`config.mk`:
```
export PLATFORM = sky130hd
export DESIGN_NAME = hilo_muldiv
export DESIGN_NICKNAME = d
export VERILOG_FILES = /design/src/rtl/hilo_muldiv.sv
export SDC_FILE = /design/constraint.sdc
export NUM_CORES = 1
export LEC_CHECK = 0
export ABC_AREA = 1
export CAP_MARGIN = 20
export CORE_UTILIZATION = 40
export CTS_CLUSTER_DIAMETER = 100
export DETAILED_ROUTE_END_ITERATION = 8
export PLACE_DENSITY = 0.62
export SETUP_SLACK_MARGIN = 0.5
export SLEW_MARGIN = 15
export SYNTH_ARGS = -nofsm -noshare
export SYNTH_HDL_FRONTEND = slang
export SYNTH_SLANG_ARGS = --single-unit
```
`constraint.sdc`:
```
create_clock -name clock -period 3.4 [get_ports clock]
set_clock_uncertainty 0.1 [all_clocks]
set_input_delay 0.51 -clock clock [delete_from_list [all_inputs] [get_ports clock]]
set_output_delay 0.51 -clock clock [all_outputs]
set_load 0.01 [all_outputs]
```
`src/rtl/hilo_muldiv.sv`:
```
// Iterative multiply/divide unit holding the architectural HI/LO registers.
// One multiplier or quotient bit per cycle: 32 iterations plus a write-back cycle.
module hilo_muldiv #(
  parameter int XLEN = 32,
  parameter int ITER = 32
) (
  input  logic            clock,
  input  logic            reset,
  input  logic            Hilo_en,
  input  logic [5:0]      Function_opcode,
  input  logic [XLEN-1:0] Read_data_1,
  input  logic [XLEN-1:0] Read_data_2,
  output logic [XLEN-1:0] HI,
  output logic [XLEN-1:0] LO,
  output logic            Busy,
  output logic            Done
);

  localparam int CW = $clog2(ITER + 1);

  localparam logic [5:0] F_MTHI  = 6'b010001;
  localparam logic [5:0] F_MTLO  = 6'b010011;
  localparam logic [5:0] F_MULT  = 6'b011000;
  localparam logic [5:0] F_MULTU = 6'b011001;
  localparam logic [5:0] F_DIV   = 6'b011010;
  localparam logic [5:0] F_DIVU  = 6'b011011;

  typedef enum logic [1:0] {IDLE, MUL, DIV, DONE} state_t;

  state_t          state, state_next;
  logic [CW-1:0]   counter;
  logic [2*XLEN-1:0] acc;        // mul: {partial product, multiplier}; div: low half is quotient
  logic [XLEN-1:0] rem;
  logic [XLEN-1:0] opnd;         // multiplicand or divisor magnitude
  logic [XLEN-1:0] dividend_raw;
  logic            res_neg, rem_neg, is_div, div_zero;

  logic            idle, do_mthi, do_mtlo, start_mul, start_div;
  logic            signed_op, a_neg, b_neg;
  logic [XLEN-1:0] a_mag, b_mag;

  assign idle      = (state == IDLE);
  assign do_mthi   = idle && Hilo_en && (Function_opcode == F_MTHI);
  assign do_mtlo   = idle && Hilo_en && (Function_opcode == F_MTLO);
  assign start_mul = idle && Hilo_en &&
                     (Function_opcode == F_MULT || Function_opcode == F_MULTU);
  assign start_div = idle && Hilo_en &&
                     (Function_opcode == F_DIV || Function_opcode == F_DIVU);

  // Signed variants are the even funct codes (mult, div).
  assign signed_op = ~Function_opcode[0];
  assign a_neg     = signed_op & Read_data_1[XLEN-1];
  assign b_neg     = signed_op & Read_data_2[XLEN-1];
  assign a_mag     = a_neg ? -Read_data_1 : Read_data_1;
  assign b_mag     = b_neg ? -Read_data_2 : Read_data_2;

  logic [XLEN:0]   mul_sum;
  logic [XLEN:0]   partial;
  logic            fits;
  logic [XLEN-1:0] rem_sub;

  assign mul_sum = {1'b0, acc[2*XLEN-1:XLEN]} + (acc[0] ? {1'b0, opnd} : '0);
  assign partial = {rem, acc[XLEN-1]};
  assign fits    = (partial >= {1'b0, opnd});
  // When the divisor fits, the difference is below the divisor, so the low bits suffice.
  assign rem_sub = partial[XLEN-1:0] - opnd;

  logic [2*XLEN-1:0] product;
  logic [XLEN-1:0]   quotient, remainder;

  assign product   = res_neg ? -acc : acc;
  assign quotient  = res_neg ? -acc[XLEN-1:0] : acc[XLEN-1:0];
  assign remainder = rem_neg ? -rem : rem;

  assign Busy = !idle;

  // NOTE: every signal written in always_comb gets a default first, so no path infers a latch.
  always_comb begin
    state_next = state;
    unique case (state)
      IDLE: begin
        if (start_mul)      state_next = MUL;
        else if (start_div) state_next = DIV;
      end
      MUL, DIV: if (counter == CW'(1)) state_next = DONE;
      DONE:     state_next = IDLE;
      default:  state_next = IDLE;
    endcase
  end

  // NOTE: sequential state uses non-blocking assignments so every register samples pre-edge values.
  always_ff @(posedge clock) begin
    if (reset) state <= IDLE;
    else       state <= state_next;
  end

  // NOTE: datapath registers are reset too, so an aborted operation leaves no stale partial result.
  always_ff @(posedge clock) begin
    if (reset) begin
      HI           <= '0;
      LO           <= '0;
      Done         <= 1'b0;
      counter      <= '0;
      acc          <= '0;
      rem          <= '0;
      opnd         <= '0;
      dividend_raw <= '0;
      res_neg      <= 1'b0;
      rem_neg      <= 1'b0;
      is_div       <= 1'b0;
      div_zero     <= 1'b0;
    end else begin
      Done <= (state == DONE);
      unique case (state)
        IDLE: begin
          if (do_mthi) HI <= Read_data_1;
          if (do_mtlo) LO <= Read_data_1;
          if (start_mul || start_div) begin
            counter      <= CW'(ITER);
            res_neg      <= a_neg ^ b_neg;
            rem_neg      <= a_neg;
            is_div       <= start_div;
            div_zero     <= (Read_data_2 == '0);
            dividend_raw <= Read_data_1;
            rem          <= '0;
            if (start_mul) begin
              opnd <= a_mag;
              acc  <= {{XLEN{1'b0}}, b_mag};
            end else begin
              opnd <= b_mag;
              acc  <= {{XLEN{1'b0}}, a_mag};
            end
          end
        end
        MUL: begin
          counter <= counter - CW'(1);
          acc     <= {mul_sum, acc[XLEN-1:1]};
        end
        DIV: begin
          counter         <= counter - CW'(1);
          rem             <= fits ? rem_sub : partial[XLEN-1:0];
          acc[XLEN-1:0]   <= {acc[XLEN-2:0], fits};
        end
        DONE: begin
          if (!is_div) begin
            HI <= product[2*XLEN-1:XLEN];
            LO <= product[XLEN-1:0];
          end else if (div_zero) begin
            HI <= dividend_raw;
            LO <= '1;
          end else begin
            HI <= remainder;
            LO <= quotient;
          end
        end
        default: ;
      endcase
    end
  end

endmodule

```
**Yosys cells after proc, flatten, opt, wreduce, memory -nomap -nowiden**

Cells that the tools add are included.
Widths: inputs -> output; s select.

- Bits in registers: 237
- Input port bits: 73
- Output and inout bits: 66
- Logic and storage cells: 95

- $add $sub $neg: 8
- Magnitude comparators: 1
- Equal/unequal tests: 15
- Multiplexer cells: 28
- Bitwise logic cells: 4
- Reduce and logical (&&, ||, !) cells: 25

Operators by type and width:

| kind | count |
|---|---|
| $mux 32 | 15 |
| $pmux 32 s2 | 4 |
| $mux 64 | 2 |
| $neg 32->32 | 4 |
| $pmux 32 s3 | 1 |
| $neg 64->64 | 1 |
| $eq 6x5->1 const B | 6 |
| $add 32x32->33 | 1 |
| $ge 33x32->1 | 1 |
| $logic_not 32->1 | 1 |
| $sub 32x32->32 | 1 |
| $reduce_and 2->1 | 8 |
| $pmux 6 s2 | 1 |
| $ne 2x1->1 const B | 4 |
| $reduce_bool 2->1 | 4 |
| $eq 6x1->1 const B | 1 |
| $mux 2 | 3 |
| $mux 6 | 1 |
| $pmux 2 s3 | 1 |
| $sub 6x1->6 const B | 1 |
| $logic_and 1x1->1 | 5 |
| $eq 2x2->1 const B | 2 |
| $logic_or 1x1->1 | 3 |
| $ne 3x1->1 const B | 1 |
| other kinds (8) | 9 |

**Depth between registers and ports, before layout**

- Depth in word-level cells: 6
- Gate-level depth with buffers: 19
- Mapped depth without buffers: 17

**Worst setup path before layout**

Ideal clock, no wire load.

- Path type: flip-flop to flip-flop
- Start: reg acc[0]
- End: reg acc[63]
- Setup time: 70 ps
- Arrival: 2,416 ps
- Data required time: 3,230 ps
- Slack: 813 ps
- Cell stages (with the launch flop): 19
- Path buffers: 2
- Period minus slack after synthesis: 2,587 ps
- Cells stage by stage: dfxtp_1 > buf_6 > clkbuf_1 > nand2_1 > inv_1 > ha_1 > inv_1 > fa_1 > inv_1 > nand3_1 > nand2_1 > a21oi_1 > o21ai_1 > nand3_1 > nand2_1 > nand2_1 > nand2_1 > nand2_1 > a21oi_1

- Cells in the longest elaborated chain, start to end: 3

Ends and longest elaborated chain:

| item | RTL line | text |
|---|---|---|
| start, declared | 32 | `logic [2*XLEN-1:0] acc;` |
| start signal, assigned | 128 | `acc <= {{XLEN{1'b0}}, b_mag};` |
| start signal, assigned | 131 | `acc <= {{XLEN{1'b0}}, a_mag};` |
| start signal, assigned | 137 | `acc <= {mul_sum, acc[XLEN-1:1]};` |
| $mux 32 | 62 | `assign mul_sum = {1'b0, acc[2*XLEN-1:XLEN]} + (acc[0] ? {1'b0, opnd} : '0);` |
| $add 32x32->33 | 62 |  |
| $pmux 32 s2 | 114 | `unique case (state)` |

Every way passes these cells.
A chain may end at the register's enable or synchronous reset.

**Worst setup path in the final report**

- Start: reg opnd[29]
- End: reg rem[19]

- Cells in the longest elaborated chain, start to end: 3

Ends and longest elaborated chain:

| item | RTL line | text |
|---|---|---|
| start, declared | 34 | `logic [XLEN-1:0] opnd;` |
| start signal, assigned | 127 | `opnd <= a_mag;` |
| start signal, assigned | 130 | `opnd <= b_mag;` |
| $ge 33x32->1 | 64 | `assign fits = (partial >= {1'b0, opnd});` |
| $mux 32 | 141 | `rem <= fits ? rem_sub : partial[XLEN-1:0];` |
| $pmux 32 s2 | 114 |  |
| end signal, assigned | 141 |  |
| end, declared | 33 | `logic [XLEN-1:0] rem;` |

Every way passes these cells.

==> impl_summary.log <==
[metrics] run status: finished clean
[metrics] RR Endpoint: rem[19]
[metrics] pin slew with the least headroom to its limit: approximately 940 ps
[metrics] Post-CTS Hold Buffers: 0
[metrics] category of the most critical setup path: flop to flop
[metrics] clock tree root driver cell: clkbuf_16
[metrics] EDFF count, synth: 0
[metrics] gr busiest metal: met2
[metrics] Yosys Warn Count: 0
[metrics] peak fanout along the critical path: 9
[metrics] Cell Chain, Critical Path: inv_1, ha_1, nand2_1, inv_1, nand2_1, nor3_2, nand2_1, nand3_2, nor2_4, nand2_4, buf_4, nand2_1, nand3_1, a21oi_1
[metrics] initial standard-cell utilization of the core: between 40% and 50%
[metrics] endpoint type of the worst setup path: flop
[metrics] CP startpoint: opnd[29]
[metrics] Hold Path Class: input pin to flop
[metrics] Congestion Overflow GR: 0
[metrics] setup TNS: 0 ps
[metrics] RSZ-0062 raised after global routing: true
[metrics] dominant register cell in the synthesized netlist: dfxtp_1
[metrics] clock transition time at the flip-flop clock pins of the worst setup and hold paths: 70 ps
[metrics] Max Buffers Root-to-Sink: 3
[metrics] CP most frequent cell: nand2_1
[metrics] DRT antenna net count: 0
[metrics] count of input and output buffers: about 140
[metrics] endpoint required time on the critical path: 3750 ps
[metrics] via count: ~26000
[metrics] total standard cell area after synthesis: 0.0211 sq mm
[metrics] Die X: 232 um
[metrics] setup slack, reg-to-reg: 610 ps
[metrics] global-route wire length before repair: 147000 um
[metrics] worst-path cell with the longest stage delay: dfxtp_1
[metrics] Max-slew headroom: 37.0%
[metrics] post-synth cell types: 56
[metrics] final-report max-slew violation count: 0
[metrics] fraction of synthesis flops using an asynchronous set or reset pin: 0%
[metrics] proportion of layout cells with a drive suffix above 1: roughly 5.8%
[metrics] RR Startpoint: opnd[29]
[metrics] maximum resistive drop on vdd: 2280 uV
[metrics] met3 GRT Util: 6.58%
[metrics] area delta synth->final: 15.4%
[metrics] FF+latch count, synth: about 240
[metrics] maximum clock rate: approximately 360 MHz
[metrics] DIE AREA: between 0.05 and 0.06 sq mm
[metrics] final-report setup violation count: 0
[metrics] antenna violations before repair: 0
[metrics] drt total wl: between 100000 and 150000 um
[metrics] vias per std cell: between 5 and 6
[metrics] average routed wire per standard cell: 22.3 um
[metrics] met2 global-route usage: 53.3%
[metrics] count of endpoints failing hold in the final timing report: 0
[metrics] post-layout net count: 3947
[metrics] source-to-sink clock delay at the later pin of the worst-skew pair: 630 ps
[metrics] Max stage delay on crit path: 580 ps
[metrics] time the worst path needs with I/O delays and setup: 2790 ps
[metrics] GRT Util Overall: 36.4%
[metrics] Iter 0 DRT Violations: ~3400
[metrics] number of nets in the synthesized netlist: roughly 3800
[metrics] H-tree depth: 1
[metrics] sequential area share after synthesis: 22.5%
[metrics] TritonCTS clock tree: built
[metrics] GR met1 Demand/Resource: 51.0%
[metrics] maximum capacitance violations: 0
[metrics] element type at the critical path start: flop
[metrics] pwr/cell area: 1270 mW/mm^2
[metrics] number of antenna repair diodes: 0
[metrics] destination of the critical timing path: rem[19]
[metrics] Final Wtd Congestion: 1.11
[metrics] DRC viols: 0
[metrics] Top-Level Pins: roughly 140
[metrics] vias in the first global route: 23089
[metrics] leakage power of the design: between 10 and 15 nW
[metrics] floorplan die height: around 230 um
[metrics] Core Util, Final: 47.0%
[metrics] count of cells along the worst register-to-register path: 14
[metrics] Final period util: around 80%
[metrics] maximum number of pins on one net before global-route repair: 93
[metrics] worst endpoint data arrival time: approximately 3100 ps
[metrics] syn_area_per_cell: 5.70 sq um
[metrics] clock buffer count from CTS: 30
[metrics] floorplan core area: 0.0517 sq mm
[metrics] number of detailed-route iterations in the first pass: 8
[metrics] total half-perimeter wirelength after legalization and detailed placement: between 80000 and 90000 um
[metrics] number of cell rows: 83
[metrics] instance count of the mapped netlist: roughly 3700
[metrics] Clock Sink Count: 237
## placed cells by master (no fill, tap or decap), types with 10 or more instances in the layout
master / n
clkbuf_16: 31
clkdlybuf4s50_1: 137
inv_1: 431
a21oi_1: 348
o211ai_1: 21
dfxtp_1: 234
nor2_1: 433
xnor2_1: 22
o21a_1: 10
o21ai_1: 17
nand3b_1: 23
xor2_1: 43
o21ai_0: 253
buf_4: 77
nand3_1: 352
o22ai_1: 28
ha_1: 74
nor2_2: 18
nand4_1: 37
nor3_1: 34
nand2_2: 12
nand2_1: 1033
## stage by stage
stage	setup slack [ps]	hold WS [ps]	power, W	area, sq um	cells
2_1_floorplan	813	344	0.0204	21100	3698
3_3_place_gp	240	356	0.0266	23300	4443
3_5_place_dp	293	357	0.0249	23300	4443
4_1_cts	501	260	0.0299	24300	4498
5_1_grt	449	282	0.0330	24300	4500
6_report	613	275	0.0309	24300	4500
## critical path: cells and delay by family (launching register included)
family	cells	cell delay, ps
compound gates	1	60
fa+ha+maj	1	390
buf+inv	3	390
flops	1	580
simple gates	9	1070
## synthesized netlist by cell type (22+ instances only)
| cell | count | area share, % |
|---|---|---|
| o22ai_1 | 28 | 0.83 |
| nand3b_1 | 23 | 0.82 |
| o21ai_0 | 253 | 6.0 |
| nand4_1 | 37 | 1.1 |
| ha_1 | 75 | 4.5 |
| xor2_1 | 43 | 1.8 |
| clkbuf_1 | 87 | 1.5 |
| xnor2_1 | 22 | 0.91 |
| nand2_1 | 1033 | 18 |
| dfxtp_1 | 237 | 23 |
| a21oi_1 | 350 | 8.3 |
| nand3_1 | 352 | 8.4 |
| nor3_1 | 34 | 0.81 |
| nor2_1 | 435 | 7.7 |
| buf_2 | 40 | 0.95 |
| inv_1 | 433 | 7.7 |
## metal layers
layer,part of all wire (%),vias to the layer above,wire length (um)
met1,43,11690,42900
met4,5.5,0,5510
met2,41,1426,41600
met5,0,-,0
li1,-,12232,-
met3,10,233,10300
## registers in the layout, summed over array words and instances, names as in the netlist
| signal | count |
|---|---|
| acc | 64 |
| HI | 32 |
| LO | 32 |
| dividend_raw | 32 |
| opnd | 32 |
| rem | 32 |
| counter | 6 |
| state | 2 |
| Done | 1 |
| div_zero | 1 |
| is_div | 1 |
| rem_neg | 1 |
| res_neg | 1 |
## layout make-up
class,instances,area (sq um)
sequential,237,4750
tap,680,851
clock inverter,18,224
fill,5648,27400
inverter,445,1670
clock buffer,37,797
timing repair buffer,220,2070
multi-input combinational,2863,14000
## cell families after synthesis
logic type,after synthesis,share of synthesized area (%)
adder cells (fa/ha/maj),77,4.64
AND/OR/NAND/NOR,1987,40.1
AO/OA/AOI/OAI,734,18.7
flip-flops,237,22.5
XOR/XNOR,65,2.70
buffers and inverters,598,11.3
## where the power goes
part / internal [W] / switching (W)
Combinational: 0.00735 / 0.0163
Clock: 0.00191 / 0.00145
Sequential: 0.00319 / 0.000692
## how the worst min path moves through the flow
stage / from / to / cells past startpoint
after floorplan: counter[1] / counter[1] / 2
after global placement: counter[1] / counter[1] / 2
after detailed placement: counter[1] / counter[1] / 2
after global routing: reset / opnd[7] / 2
after CTS: reset / opnd[7] / 2
final: reset / opnd[7] / 2
## what timing repair did
| item | in CTS | in global routing |
|---|---|---|
| setup buffers | 0 | 1 |
| endpoints found under the setup margin | 0 | 15 |
| resized for setup | 0 | 5 |
Note: power is estimated with default switching activity, not from simulation.
